==> src/rtl/seq_pkg.sv <==
// seq_pkg: state encoding and default counter width shared by the echo sequencer.
package seq_pkg;
    typedef enum logic [2:0] {IDLE, DEAD, PI2, TAU1, PI, TAU2, RABI, DONE} state_t;
    localparam int SEQ_CNT_W = 32;
endpackage

==> src/rtl/trig_edge.sv <==
// trig_edge: rising-edge detector on a trigger input.
// With SEQ_TRIG_SYNC_EN defined, a 2-flop synchronizer precedes the detector.
module trig_edge (
    input  logic clk,
    input  logic rst,
    input  logic i_d,
    output logic o_rise
);
    logic w_s;
    logic r_prev;
`ifdef SEQ_TRIG_SYNC_EN
    logic [1:0] r_sync;
    always_ff @(posedge clk or posedge rst)
        if (rst) r_sync <= '0;
        else     r_sync <= {r_sync[0], i_d};
    assign w_s = r_sync[1];
`else
    assign w_s = i_d;
`endif
    always_ff @(posedge clk or posedge rst)
        if (rst) r_prev <= 1'b0;
        else     r_prev <= w_s;
    assign o_rise = w_s & ~r_prev;
endmodule

==> src/rtl/echo_sequencer.sv <==
// echo_sequencer: dead time followed by a pi/2-tau-pi-tau echo train or a single Rabi pulse.
// Optional macro SEQ_TRIG_SYNC_EN synchronizes both trigger inputs (+2 cycles latency).
module echo_sequencer
    import seq_pkg::*;
#(
    parameter int CNT_W    = SEQ_CNT_W,
    parameter int DEAD_CNT = 333
) (
    input  logic             clk,
    input  logic             rst,
    input  logic             trig,
    input  logic             rabi_trig,
    input  logic [CNT_W-1:0] pi2_len,
    input  logic [CNT_W-1:0] tau_len,
    input  logic [CNT_W-1:0] rabi_len,
    output logic             rf,
    output logic             rabi,
    output logic             busy,
    output logic             done
);
    typedef logic [CNT_W:0] cnt_t;
    localparam cnt_t DEAD_LD = cnt_t'(DEAD_CNT > 0 ? DEAD_CNT - 1 : 0);

    state_t           r_state, w_next;
    cnt_t             r_cnt, w_cnt_nxt;
    logic [CNT_W-1:0] r_pi2, r_tau, r_rabi_len, w_pi2_c;
    logic             r_echo, r_rf, r_rabi, r_busy, r_done;
    logic             w_trig_rise, w_rabi_rise, w_start, w_last;

    trig_edge u_trig_edge (.clk(clk), .rst(rst), .i_d(trig),      .o_rise(w_trig_rise));
    trig_edge u_rabi_edge (.clk(clk), .rst(rst), .i_d(rabi_trig), .o_rise(w_rabi_rise));

    // Counter holds remaining cycles minus one; a zero length still lasts one cycle.
    function automatic cnt_t ld(input logic [CNT_W-1:0] len);
        return (len == '0) ? '0 : {1'b0, len} - cnt_t'(1);
    endfunction

    assign w_start = w_trig_rise | w_rabi_rise;
    assign w_last  = (r_cnt == '0);
    assign w_pi2_c = (r_pi2 == '0) ? CNT_W'(1) : r_pi2;

    always_comb begin
        w_next    = r_state;
        w_cnt_nxt = r_cnt - cnt_t'(1);
        case (r_state)
            IDLE: begin
                w_next    = w_start ? DEAD : IDLE;
                w_cnt_nxt = w_start ? DEAD_LD : '0;
            end
            DEAD: if (w_last) begin
                w_next    = r_echo ? PI2 : RABI;
                w_cnt_nxt = r_echo ? ld(r_pi2) : ld(r_rabi_len);
            end
            PI2: if (w_last) begin
                w_next    = TAU1;
                w_cnt_nxt = ld(r_tau);
            end
            TAU1: if (w_last) begin
                w_next    = PI;
                w_cnt_nxt = {w_pi2_c, 1'b0} - cnt_t'(1);
            end
            PI: if (w_last) begin
                w_next    = TAU2;
                w_cnt_nxt = ld(r_tau);
            end
            TAU2, RABI: if (w_last) begin
                w_next    = DONE;
                w_cnt_nxt = '0;
            end
            default: begin
                w_next    = IDLE;
                w_cnt_nxt = '0;
            end
        endcase
    end

    always_ff @(posedge clk or posedge rst)
        if (rst) begin
            r_state <= IDLE;
            r_cnt   <= '0;
        end else begin
            r_state <= w_next;
            r_cnt   <= w_cnt_nxt;
        end

    // Lengths are captured at the detection edge; trig wins a tie with rabi_trig.
    always_ff @(posedge clk or posedge rst)
        if (rst) begin
            r_pi2      <= '0;
            r_tau      <= '0;
            r_rabi_len <= '0;
            r_echo     <= 1'b0;
            r_rf       <= 1'b0;
            r_rabi     <= 1'b0;
            r_busy     <= 1'b0;
            r_done     <= 1'b0;
        end else begin
            if (r_state == IDLE && w_start) begin
                r_pi2      <= pi2_len;
                r_tau      <= tau_len;
                r_rabi_len <= rabi_len;
                r_echo     <= w_trig_rise;
            end
            r_rf   <= (r_state == PI2) || (r_state == PI);
            r_rabi <= (r_state == RABI);
            r_busy <= (r_state != IDLE);
            r_done <= (r_state == DONE);
        end

    assign rf   = r_rf;
    assign rabi = r_rabi;
    assign busy = r_busy;
    assign done = r_done;
endmodule

==> config.mk <==
export PLATFORM = sky130hd
export DESIGN_NAME = echo_sequencer
export DESIGN_NICKNAME = d
export VERILOG_FILES = /design/src/rtl/seq_pkg.sv /design/src/rtl/trig_edge.sv /design/src/rtl/echo_sequencer.sv
export SDC_FILE = /design/constraint.sdc
export NUM_CORES = 1
export LEC_CHECK = 0
export ABC_AREA = 1
export BUFFER_PORTS_ARGS = -buffer_cell sky130_fd_sc_hd__buf_2
export CORE_AREA = 8 8 184 186
export DETAILED_ROUTE_END_ITERATION = 8
export DIE_AREA = 0 0 192 194
export SLEW_MARGIN = 20
export SYNTH_ARGS = -nofsm -noshare
export SYNTH_HDL_FRONTEND = slang
export SYNTH_SLANG_ARGS = --single-unit
==> constraint.sdc <==
create_clock -name clk -period 6.3 [get_ports clk]
set_input_delay 0.315 -clock clk [delete_from_list [all_inputs] [get_ports clk]]
set_output_delay 0.315 -clock clk [all_outputs]
set_load 0.02 [all_outputs]
Word level (Yosys, flattened, before mapping). Cells that the tools add are included.

Register bits: 139. Latch bits: 0. Memory bits (writable): 0. Memory bits (read-only): 0. Bits of input ports: 100. Output and inout bits: 4. Word-level logic and storage cells: 64. Memories kept: 0.

$add $sub $neg: 5. Multipliers: 0. Div/mod/pow operators: 0. Order comparisons: 0. Eq/ne operators: 12. Shift-type cells: 0. Mux-type cells: 19. Bitwise logic cells: 5. Reduce and logical (&&, ||, !) cells: 11.

Operator list (count): 2-to-1 mux 33 bit (8); one-hot mux 33 bit (5 select lines) (1); subtractor 32 x 1 -> 33 bit (second input constant) (3); zero test 32 bit (3); subtractor 33 x 1 -> 33 bit (second input constant) (2); zero test 33 bit (1); 2-to-1 mux 32 bit (1); 2-to-1 mux 3 bit (6); one-hot mux 3 bit (6 select lines) (1); == test 3 bit (second input constant) (4); != test 2 bit (second input constant) (5); 2-to-1 mux 9 bit (1); == test 3 x 2 -> 1 bit (second input constant) (2); AND reduction 5 bit (1); OR reduction 2 bit (2); == test 3 x 1 -> 1 bit (second input constant) (1); zero test 3 bit (1); nonzero test 3 bit (1); AND 1 bit (2); inverter 1 bit (2); logical AND 1 bit (1); logical OR 1 bit (1); 2-to-1 mux 1 bit (1); OR 1 bit (1).

Logic depth before layout (Yosys ltp). Gate-level depths: netlist of the first run.

Depth in word-level cells: 5. Gate-level depth with buffers: 19. Depth with buffers taken out: 18.

Modules after synthesis. Synthesis of the first run repeated with hierarchy kept, for this count alone.

Cell total of the unflattened synthesis: 1663. Area, all modules: 10566.4 sq um.

By module, submodules not included: echo_sequencer (instances 1, cells an instance 1655, area each 10488.8 sq um, seq. area each 3428.3 sq um); trig_edge (instances 2, cells an instance 4, area each 38.8 sq um, seq. area each 25.0 sq um).

Worst setup path before layout of the first run. No wires, ideal clock.

Kind: register -> register. Start point: register r_pi2[0]. End point: register r_cnt[9]. Library setup time: 121 ps. Arrival time: 2453 ps. Data required time: 6179 ps. Path slack: 3725 ps. Stages on the path, launching flop included: 20. Path buffers: 1. Period minus slack after synthesis: 2575 ps. Cell sequence: dfrtp_1 -> inv_1 -> ha_1 -> nand2_2 -> nor2_4 -> nand2_4 -> nor2_8 -> inv_4 -> buf_6 -> nand2_1 -> ha_1 -> nand2_1 -> nor2_1 -> inv_1 -> o21ai_0 -> a21oi_1 -> a21oi_1 -> nand2_1 -> nor2_1 -> nor2_1.

Word-level cells in the longest chain between the ends: 5. Elaborated cells on any way between the ends: 9. Classes of those cells: add/sub: 2; mux: 6; reduce/logical: 1.

RTL lines: start, declared (line echo_sequencer.sv:26) `logic [CNT_W-1:0] r_pi2, r_tau, r_rabi_len, w_pi2_c;`; start signal, assigned (line echo_sequencer.sv:99) `r_pi2 <= pi2_len;`; zero test 32 bit or subtractor 32 x 1 -> 33 bit (tied branches) (line echo_sequencer.sv:35, echo_sequencer.sv:40); 2-to-1 mux 32 bit or 2-to-1 mux 33 bit (tied branches) (line echo_sequencer.sv:40, echo_sequencer.sv:35); subtractor 33 x 1 -> 33 bit or 2-to-1 mux 33 bit (tied branches) (line echo_sequencer.sv:60, echo_sequencer.sv:52); 2-to-1 mux 33 bit (on tied branches) (line echo_sequencer.sv:58, echo_sequencer.sv:50); one-hot mux 33 bit (5 select lines) (*) (line echo_sequencer.sv:45) `case (r_state)`; net w_cnt_nxt[9] (line echo_sequencer.sv:25) `cnt_t r_cnt, w_cnt_nxt;`; end signal, assigned (line echo_sequencer.sv:83) `r_cnt <= w_cnt_nxt;`; end, declared (line echo_sequencer.sv:25).

Mark *: on every way through the listed nets, which the timed path passes. The rest lies on a longest branch. A chain may end at the register's enable or synchronous reset.

Worst setup path in the final report of the first run.
Start point: register r_pi2[0]. End point: register r_cnt[27].

The elaborated chain is that of the path after synthesis.

==> results.toml, run 1 <==
[synth]
synthFlopType = "dfrtp_1"
synth_edf_count = 0
synthArstFlopShare_pct = 100
synthTopCellsByArea = "dfrtp_1 33%, nand2_1 18%, nand3_1 9.2%"
synthMuxAreaShare_pct = 0
synth_cells = 1680
syn-num-nets = 1787
synthSimpleGateAreaFrac_pct = 43.0
netlist_area_um2 = 10600
syn_avg_cell_area_um2 = 6.33
synth_commonest_cells = "508 x nand2_1, 255 x nor2_1, 195 x nand3_1"
synth_fa_ha_area_share_pct = 0.824
synth_xor_xnor_area_share_pct = 5.44
yosysSeqAreaShare_pct = 32.7
yosysWarnings = 0
yosysTopAreaCell = "dfrtp_1"
synth.most_common_cell = "nand2_1"
synth_cell_types = 39
synth-seq-cells = 139
synth_top_area_share_pct = 32.7
synth_top_family_by_area = "simple AND/OR/NAND/NOR gates"
synth_compound_area_share_pct = 9.00

[worst_setup_path]
path_buf_inv = 3
path_delay_family = "simple AND/OR/NAND/NOR gates"
critPathLaunchType = "register"
worst-setup-path-type = "register to register"
path_cells = "inv_1 -> ha_1 -> nand2_2 -> nor2_4 -> nand2_4 -> nor2_8 -> inv_4 -> nand2_1 -> ha_1 -> nand2_1 -> nor2_1 -> inv_1 -> nor2_1 -> nand3_1 -> xor2_1 -> nand2_1 -> nand3_1 -> nand3_1"
crit_fanout = 17
cp_slowest_cell = "dfrtp_1"
required_ps = 6630
crit_path_end_kind = "register"
reg2reg_slack_ps = 2930
max_stage_delay_ps = 420
crit_arrival_ps = 3700

[route]
vias = 11100
drc = 0
ant_nets = 0
wirelength_mm = 39.1
drt_iter0_drc = 876
vias_per_cell = 5.09
firstDrtPassIters = 7
wl_per_cell_um = 17.9

[clocking]
numCtsBuffers = 17
root_buffer = "clkbuf_16"
cts_tree = "done"
worst_skew_pair.late_latency_ps = 450
cts_resized = 0
clockBufferDepth = 2
clk_pin_slew_ps = 70
cts_sinks = 139
htree_num_levels = 4

[placed_design]
dp_hpwl_mm = 30.7
dpl_cell_area_um2 = 11400
place.gp.congestion = 0.969
place.port_buffers = 103

[cells_and_area]
n_fill_cell = 3423
design_area_um2 = 12100
areaGrowthSynthToFinish_pct = 13.9
layout.area.seq_um2 = 3480
antenna_cells = 0
multi_input_area_um2 = 6200
finalNetCount = 1873
drive_gt1_share_pct = 11.5

[timing]
rsz0062_at_grt = "false"
finalSetupTns_ps = 0
fin_skew_ps = 19.7
hold_viol = 0
max_slew_margin_pct = 32.0
finalCritPeriodShare_pct = 53.5
setup_violations = 0
post-route-min-period_ps = 3370
fmax_mhz = 297
maxSlewViolCount = 0
tightest_slew_ps = 1020

[floorplanning]
die_w_um = 192
rows = 65
io_pins = 104
die_area_um2 = 37200
die_h_um = 194
initial_core_util_pct = 34.2
coreArea_um2 = 31100

[power_and_ir_drop]
combPwrFrac_pct = 3.7
clkPwrFrac_pct = 53.8
switching_power_uw = 465
power_density_nw_per_um2 = 174
netSwitchingFraction_pct = 22.1
p_seq_share_pct = 42.4
peakVddDrop_mv = 0.202
p_leak_uw = 0.00568
p_int_uw = 1640

[run_status]
status = "finished, final reports clean"

[global_route]
antenna_found_initial = 0
grt_pass1_vias = 10720
grt_max_degree = 84
grt-ovfl-total = 0
grt_usage_pct = 21.1
grt_pass1_wl_mm = 61.0

[hold_path]
hold_path.class = "input port to async pin"

[run]
drv_cap = 0
power by group through the flow:
stage / Combinational, uW / Sequential, uW / Clock (uW)
2_1_floorplan: 29.4 / 910 / 0
3_3_place_gp: 79.2 / 910 / 0
3_5_place_dp: 79.1 / 910 / 0
4_1_cts: 80.5 / 894 / 1160
5_1_grt: 87.5 / 893 / 1200
6_report: 78.9 / 894 / 1130
repair_timing:
| action | CTS | global route |
|---|---|---|
| setup buffers | 0 | 0 |
| endpoints found under the hold margin | 2 | 0 |
| hold buffers | 2 | 0 |
cell type report:
type	instances	share of cell area, %
Timing Repair Buffer	112	4.86
Clock buffer	20	3.77
Inverter	182	5.73
Clock inverter	12	1.60
Multi-Input combinational cell	1314	51.2
Tap cell	402	4.15
Sequential cell	139	28.7
path summary, 6_finish.rpt:
kind	end	startpoint	cells past startpoint
worst min register to register	r_echo	u_trig_edge.r_prev	1
max in group asynchronous	r_pi2[24]	rst	3
worst max-delay path	r_cnt[27]	r_pi2[0]	18
worst max register to register	r_cnt[27]	r_pi2[0]	18
min in group clk	r_pi2[11]	pi2_len[11]	3
worst min-delay path	r_tau[5]	rst	2
per-layer routing:
layer  vias to the layer above  track usage, %  routed length [um]
met3                        41            4.71                2960
met2                       433            31.0               16700
met1                      5120            29.9               18300
met5                         -               0                   0
li1                       5506               -                   -
met4                         0            7.50                1140
metrics by stage:
stage	hold slack, ps	worst slack, ps	total power [uW]	utilization, %	std cells
after detailed placement	441	3010	990	36.8	2147
after global placement	439	3020	990	36.8	2147
final	40.0	2930	2110	39.0	2181
after floorplan	346	2260	940	-	1680
after CTS	35.2	2980	2130	39.0	2181
after global routing	49.9	2650	2180	39.0	2181
logic make-up after synthesis:
kind of cell,count (synthesis)
DFF,139
AOI/OAI and AO/OA,183
and+or+nand+nor,1058
buffers and inverters,227
xor gates and xnor gates,66
adders and majority gates,7
layout by cell type (no fill, tap or decap), drive strengths merged:
cell	instances
nand2	517
and2	1
nor2	294
nand3b	8
xor2	59
o21ai	149
nand4	31
o22ai	3
or2	3
clkinv	8
o211ai	2
a21oi	16
xnor2	7
o21a	1
bufinv	5
nand3	198
o31ai	3
ha	7
o21bai	8
buf	110
dlygate4sd3	2
clkbuf	20
a21boi	1
inv	179
nor3	6
dfrtp	139
clkinvlp	2
flip-flops by register name, summed over array words and instances (netlist names):
signal              flops
busy                    1
done                    1
r_cnt                  33
r_echo                  1
r_pi2                  32
r_rabi_len             32
r_state                 3
r_tau                  32
rabi                    1
rf                      1
u_rabi_edge.r_prev      1
u_trig_edge.r_prev      1
Note: power is estimated with default switching activity, not from simulation.
==> run 2: changes to the inputs <==
--- a/config.mk
+++ b/config.mk
@@ -5,11 +5,11 @@
 export SDC_FILE = /design/constraint.sdc
 export NUM_CORES = 1
 export LEC_CHECK = 0
-export ABC_AREA = 1
+export ABC_AREA = 0
 export BUFFER_PORTS_ARGS = -buffer_cell sky130_fd_sc_hd__buf_2
-export CORE_AREA = 8 8 184 186
+export CORE_AREA = 8 8 168 170
 export DETAILED_ROUTE_END_ITERATION = 8
-export DIE_AREA = 0 0 192 194
+export DIE_AREA = 0 0 176 178
 export SLEW_MARGIN = 20
 export SYNTH_ARGS = -nofsm -noshare
 export SYNTH_HDL_FRONTEND = slang
==> constraint.sdc (replaced) <==
create_clock -name clk -period 2.7 [get_ports clk]
set_input_delay 0.135 -clock clk [delete_from_list [all_inputs] [get_ports clk]]
set_output_delay 0.135 -clock clk [all_outputs]
set_load 0.02 [all_outputs]
==> run 2 against run 1 <==
Against the previous run: the flow now finishes with violations (setup timing); fmax rose by 13%; count of clock-buffer cells in the layout rose by 1; combinational power rose to 3.1 times the previous value; total power rose by 140%; worst setup slack got worse by 3200 ps; synthesized cell count fell by 48%; critical path depth fell by 4.
==> results.toml, run 2 <==
[timing]
finalCritPeriodShare_pct = 111
maxSlewViolCount = 0
setup_violations = 9
fmax_mhz = 335
post-route-min-period_ps = 2990
fin_skew_ps = 6.89
hold_viol = 0
tightest_slew_ps = 613
setup_ws_ps = -287
rsz0062_at_grt = "true"
max_slew_margin_pct = 58.8

[route]
wl_per_cell_um = 18.8
firstDrtPassIters = 5
wirelength_mm = 28.8
drt_iter0_drc = 609
ant_nets = 0
vias = 7967
vias_per_cell = 5.21
drc = 0

[floorplanning]
rows = 59
die_h_um = 178
initial_core_util_pct = 34.3
io_pins = 104
die_area_um2 = 31300
coreArea_um2 = 25600
die_w_um = 176

[clocking]
worst_skew_pair.late_latency_ps = 430
cts_sinks = 139
htree_num_levels = 4
cts_tree = "done"
clk_pin_slew_ps = 60
numCtsBuffers = 17
clockBufferDepth = 2
root_buffer = "clkbuf_16"

[synth]
syn_avg_cell_area_um2 = 9.98
synth_top_area_share_pct = 39.6
synth-seq-cells = 139
yosysWarnings = 0
synth_commonest_cells = "139 x dfrtp_1, 97 x mux2_2, 68 x xor2_1"
yosysSeqAreaShare_pct = 39.6
netlist_area_um2 = 8780
synth.most_common_cell = "dfrtp_1"
synth_cell_types = 62
synthArstFlopShare_pct = 100
synthFlopType = "dfrtp_1"
synthTopCellsByArea = "dfrtp_1 40%, mux2_2 12%, xor2_1 6.8%"
syn-num-nets = 986
synth_cells = 879
synth_edf_count = 0
yosysTopAreaCell = "dfrtp_1"

[placed_design]
dp_hpwl_mm = 21.4
place.gp.congestion = 0.909
dpl_cell_area_um2 = 10500
dp_slack_ps = -341
place.port_buffers = 103

[run_status]
status = "finished with violations"
violations = "setup timing"

[global_route]
grtUsageMet3_pct = 3.09
grt-ovfl-total = 0
grt_usage_pct = 18.6
antenna_found_initial = 0
use_met2_pct = 30.2
grt_max_degree = 73
use_met1_pct = 24.5
grt_pass1_wl_mm = 45.9
grt_pass1_vias = 8278
busiest_layer = "met2"

[cells_and_area]
regMostFlops = "r_cnt"
drive_gt1_share_pct = 36.4
largest_reg_flops = 33
final_cell_mix = "138 x dfrtp_1, 121 x buf_4, 103 x buf_2"
design_area_um2 = 12500
finalNetCount = 1287
utilization_pct = 48.6
antenna_cells = 0
areaGrowthSynthToFinish_pct = 41.9
layout_commonest_cell = "dfrtp_1"

[power_and_ir_drop]
peakVddDrop_mv = 0.428
total_power_uw = 4950
p_leak_uw = 0.00628
power_density_nw_per_um2 = 398

[worst_setup_path]
cp_slowest_cell = "dfrtp_1"
r2r_cells = 14
worst-setup-path-type = "register to register"
path_cells = "inv_1 -> ha_2 -> nor3b_4 -> nand4_2 -> nor4_4 -> nand2b_4 -> ha_4 -> nor3b_4 -> nand4_1 -> nor4_2 -> xnor2_1 -> o21ai_1 -> a2111oi_2 -> a211oi_1"
required_ps = 3000
crit_arrival_ps = 3290
crit_fanout = 3
crit_path_end_kind = "register"
max_stage_delay_ps = 380
critPathLaunchType = "register"
cpMostUsedCell = "nor3b_4"

[run]
drv_cap = 0

[hold_path]
hold_path.class = "input port to async pin"
-- run 2: cell types whose count changed after synthesis, moves of 31 or more --
| cell | change |
|---|---|
| inv_1 | -157 |
| mux2_2 | +97 |
| nand2_1 | -464 |
| nand3_1 | -182 |
| nor2_1 | -189 |
| nor3_1 | +37 |
| nor4_1 | +31 |
| o21ai_0 | -112 |
| xnor2_1 | +50 |
-- run 2: cell families after synthesis --
group,Yosys count,synth area share (%)
AO/OA/AOI/OAI,146,10.9
XOR/XNOR,125,12.5
adder cells (fa/ha/maj),7,0.998
buffers and inverters,62,3.24
flip-flops,139,39.6
multiplexers,97,12.4
AND/OR/NAND/NOR,303,20.3
-- run 2: worst max-delay path, delay by kind of cell (launching register included) --
kind / cells / cell delay, ps
compound gates: 3 / 440
xor+xnor: 1 / 150
fa+ha+maj: 2 / 300
buf+inv: 1 / 60
flops: 1 / 380
simple gates: 7 / 1530
-- run 2: power breakdown --
part / switching (uW) / internal (uW) / leakage, uW
combinational: 91.8 / 151 / 0.00406
clock: 915 / 1710 / 0.000315
sequential: 0.485 / 2090 / 0.00190
total: 1010 / 3950 / 0.00628
-- run 2: area by class of cell --
class	count	area [um^2]
timing repair buffer	329	2530
clock buffer	21	470
sequential	139	3480
inverter	15	60.1
fill	2307	13200
multi-input combinational	678	5310
clock inverter	11	191
tap	335	419
-- run 2: metal layers --
metal	wire length, um	vias to the layer above
met4	708	0
met2	13800	260
li1	-	3829
met1	12900	3838
met5	0	-
met3	1330	40
-- run 2: stage by stage --
stage / setup TNS [ps] / instances / hold WS (ps)
global route: -3530 / 1528 / 230
floorplan: -3880 / 879 / 166
detailed placement: -2550 / 1387 / 109
CTS: -1220 / 1522 / 204
global placement: -1460 / 1387 / 113
finish: -1460 / 1528 / 204
-- run 2: repair_timing --
item,in CTS,in global routing
gates resized for setup,19,32
setup endpoints to repair,17,24
hold buffers,99,0
pin swaps,23,19
setup buffers,5,7
endpoints found under the hold margin,106,0
-- run 2: final timing paths --
check / start / endpoint / slack (ps)
min in group clk: trig / u_trig_edge.r_prev / 360
worst max register to register: r_pi2[0] / r_cnt[25] / -290
worst min register to register: r_rabi_len[22] / r_rabi_len[22] / 560
worst min-delay path: rst / r_tau[26] / 200
worst max-delay path: r_pi2[0] / r_cnt[25] / -290
max in group asynchronous: rst / r_pi2[7] / 1810
==> run 3: changes to the inputs <==
--- a/config.mk
+++ b/config.mk
@@ -10,6 +10,7 @@
 export CORE_AREA = 8 8 168 170
 export DETAILED_ROUTE_END_ITERATION = 8
 export DIE_AREA = 0 0 176 178
+export PLACE_DENSITY = 0.63
 export SLEW_MARGIN = 20
 export SYNTH_ARGS = -nofsm -noshare
 export SYNTH_HDL_FRONTEND = slang
==> run 3 against run 2 <==
Against the previous run: the flow still finishes with violations (setup timing); sequential power about the same; critical path depth is 1 higher; count of clock-buffer cells in the layout decreased by 1; die area unchanged; sequential share of layout area increased by 0.19 points; total power decreased by 1.3%; fmax decreased by 2.4%; via count fell by 0.13%; utilization decreased by 0.32 points; worst setup slack got worse by 75 ps; clock power is 3% lower; highest routed layer unchanged.
==> results.toml, run 3 (synthesized netlist as in run 2, its figures left out) <==
[run_status]
status = "finished with violations"
violations = "setup timing"

[route]
firstDrtPassIters = 5
wirelength_mm = 28.4
drt_iter0_drc = 490
vias = 7957
wl_per_cell_um = 18.7
vias_per_cell = 5.23
drc = 0
ant_nets = 0

[worst_setup_path]
crit_fanout = 3
crit_arrival_ps = 3370
crit_path_end_kind = "register"
worst-setup-path-type = "register to register"
r2r_cells = 15
path_cells = "inv_1 -> ha_2 -> nor3b_2 -> buf_4 -> nand4_4 -> nor4_4 -> nand2b_4 -> ha_4 -> nor3b_4 -> nand4_1 -> buf_6 -> nor4_4 -> xnor2_1 -> o21ai_1 -> o31a_1"
critPathLaunchType = "register"
cpMostUsedCell = "nor4_4"
cp_slowest_cell = "dfrtp_1"
max_stage_delay_ps = 370
required_ps = 3010

[global_route]
grt_max_degree = 91
grt_pass1_vias = 8155
grt-ovfl-total = 0
grt_pass1_wl_mm = 44.5
grt_usage_pct = 17.9
antenna_found_initial = 0

[cells_and_area]
instances_no_fill = 1520
design_area_um2 = 12400
regMostFlops = "r_cnt"
areaGrowthSynthToFinish_pct = 41.0
finalNetCount = 1279
largest_reg_flops = 33
final_cell_mix = "138 x dfrtp_1, 108 x buf_4, 103 x buf_2"
antenna_cells = 0
layout_commonest_cell = "dfrtp_1"
drive_gt1_share_pct = 35.2

[floorplanning]
rows = 59
die_h_um = 178
coreArea_um2 = 25600
io_pins = 104
die_area_um2 = 31300
die_w_um = 176
initial_core_util_pct = 34.3

[placed_design]
dp_cells = 1373
dp_hpwl_mm = 20.5
place.gp.congestion = 0.915
dpl_cell_area_um2 = 10400
place.port_buffers = 103
dp_slack_ps = -472

[timing]
finalCritPeriodShare_pct = 113
maxSlewViolCount = 0
tightest_slew_ps = 741
fmax_mhz = 327
rsz0062_at_grt = "true"
setup_ws_ps = -362
hold_viol = 0
max_slew_margin_pct = 50.2
fin_skew_ps = 8.14
hold-worst-slack_ps = 156
post-route-min-period_ps = 3060
setup_violations = 12

[clocking]
clockBufferDepth = 2
clk_pin_slew_ps = 60
cts_sinks = 139
worst_skew_pair.late_latency_ps = 430
cts_tree = "done"
root_buffer = "clkbuf_16"
htree_num_levels = 4
numCtsBuffers = 17

[power_and_ir_drop]
power_density_nw_per_um2 = 395
peakVddDrop_mv = 0.409
p_leak_uw = 0.00623
total_power_uw = 4890

[run]
drv_cap = 0

[hold_path]
hold_path.class = "input port to async pin"
[run 3: changes by cell type in the layout (fill, tap and decap cells not counted), sizes merged]
cell,before,now
clkinv,3,5
inv,14,15
clkinvlp,4,2
buf,230,221
[run 3: per-layer routing]
layer  up-vias  part of all wire [%]  track usage, %
li1       3817                     -               -
met1      3823                    45            23.6
met2       276                    47            29.3
met3        41                   5.3            3.09
met4         0                   2.3            6.00
met5         -                     0               0
[run 3: power by group]
part	total, uW	internal (uW)	switching, uW
logic	242	152	90.0
registers	2090	2080	0.376
clock network	2560	1640	925
total	4890	3870	1020
[run 3: through the flow]
stage,TNS (ps),utilization (%)
6_report,-2420,48.3
5_1_grt,-5310,48.3
4_1_cts,-1530,47.2
3_5_place_dp,-3940,40.6
3_3_place_gp,-2620,40.6
2_1_floorplan,-3880,-
[run 3: critical path, delay by kind of cell (launching register included)]
| kind | cells | cell delay, ps |
|---|---|---|
| xor+xnor | 1 | 150 |
| buf+inv | 3 | 390 |
| flops | 1 | 370 |
| fa+ha+maj | 2 | 290 |
| compound gates | 2 | 320 |
| simple gates | 7 | 1420 |
[run 3: final cells by class]
cell class	count	area, um^2
Fill cell	2299	13200
Sequential cell	139	3480
Inverter	15	60.1
Timing Repair Buffer	321	2490
Clock inverter	12	195
Clock buffer	20	437
Multi-Input combinational cell	678	5290
Tap cell	335	419
[run 3: path summary, 6_finish.rpt]
path | slack [ps] | from | end
setup reg to reg | -360 | r_pi2[0] | r_cnt[31]
min in group clk | 360 | trig | u_trig_edge.r_prev
hold / removal | 160 | rst | done
max in group asynchronous | 1820 | rst | r_pi2[16]
setup / recovery | -360 | r_pi2[0] | r_cnt[31]
hold reg to reg | 560 | r_rabi_len[22] | r_rabi_len[22]
[run 3: what timing repair did]
| action | CTS | global route |
|---|---|---|
| buffers inserted | 5 | 13 |
| pin swaps | 8 | 24 |
| resized for setup | 11 | 35 |
| hold buffers | 99 | 0 |
| gates cloned | 0 | 0 |
| endpoints found under the hold margin | 237 | 0 |
| setup endpoints to repair | 17 | 20 |
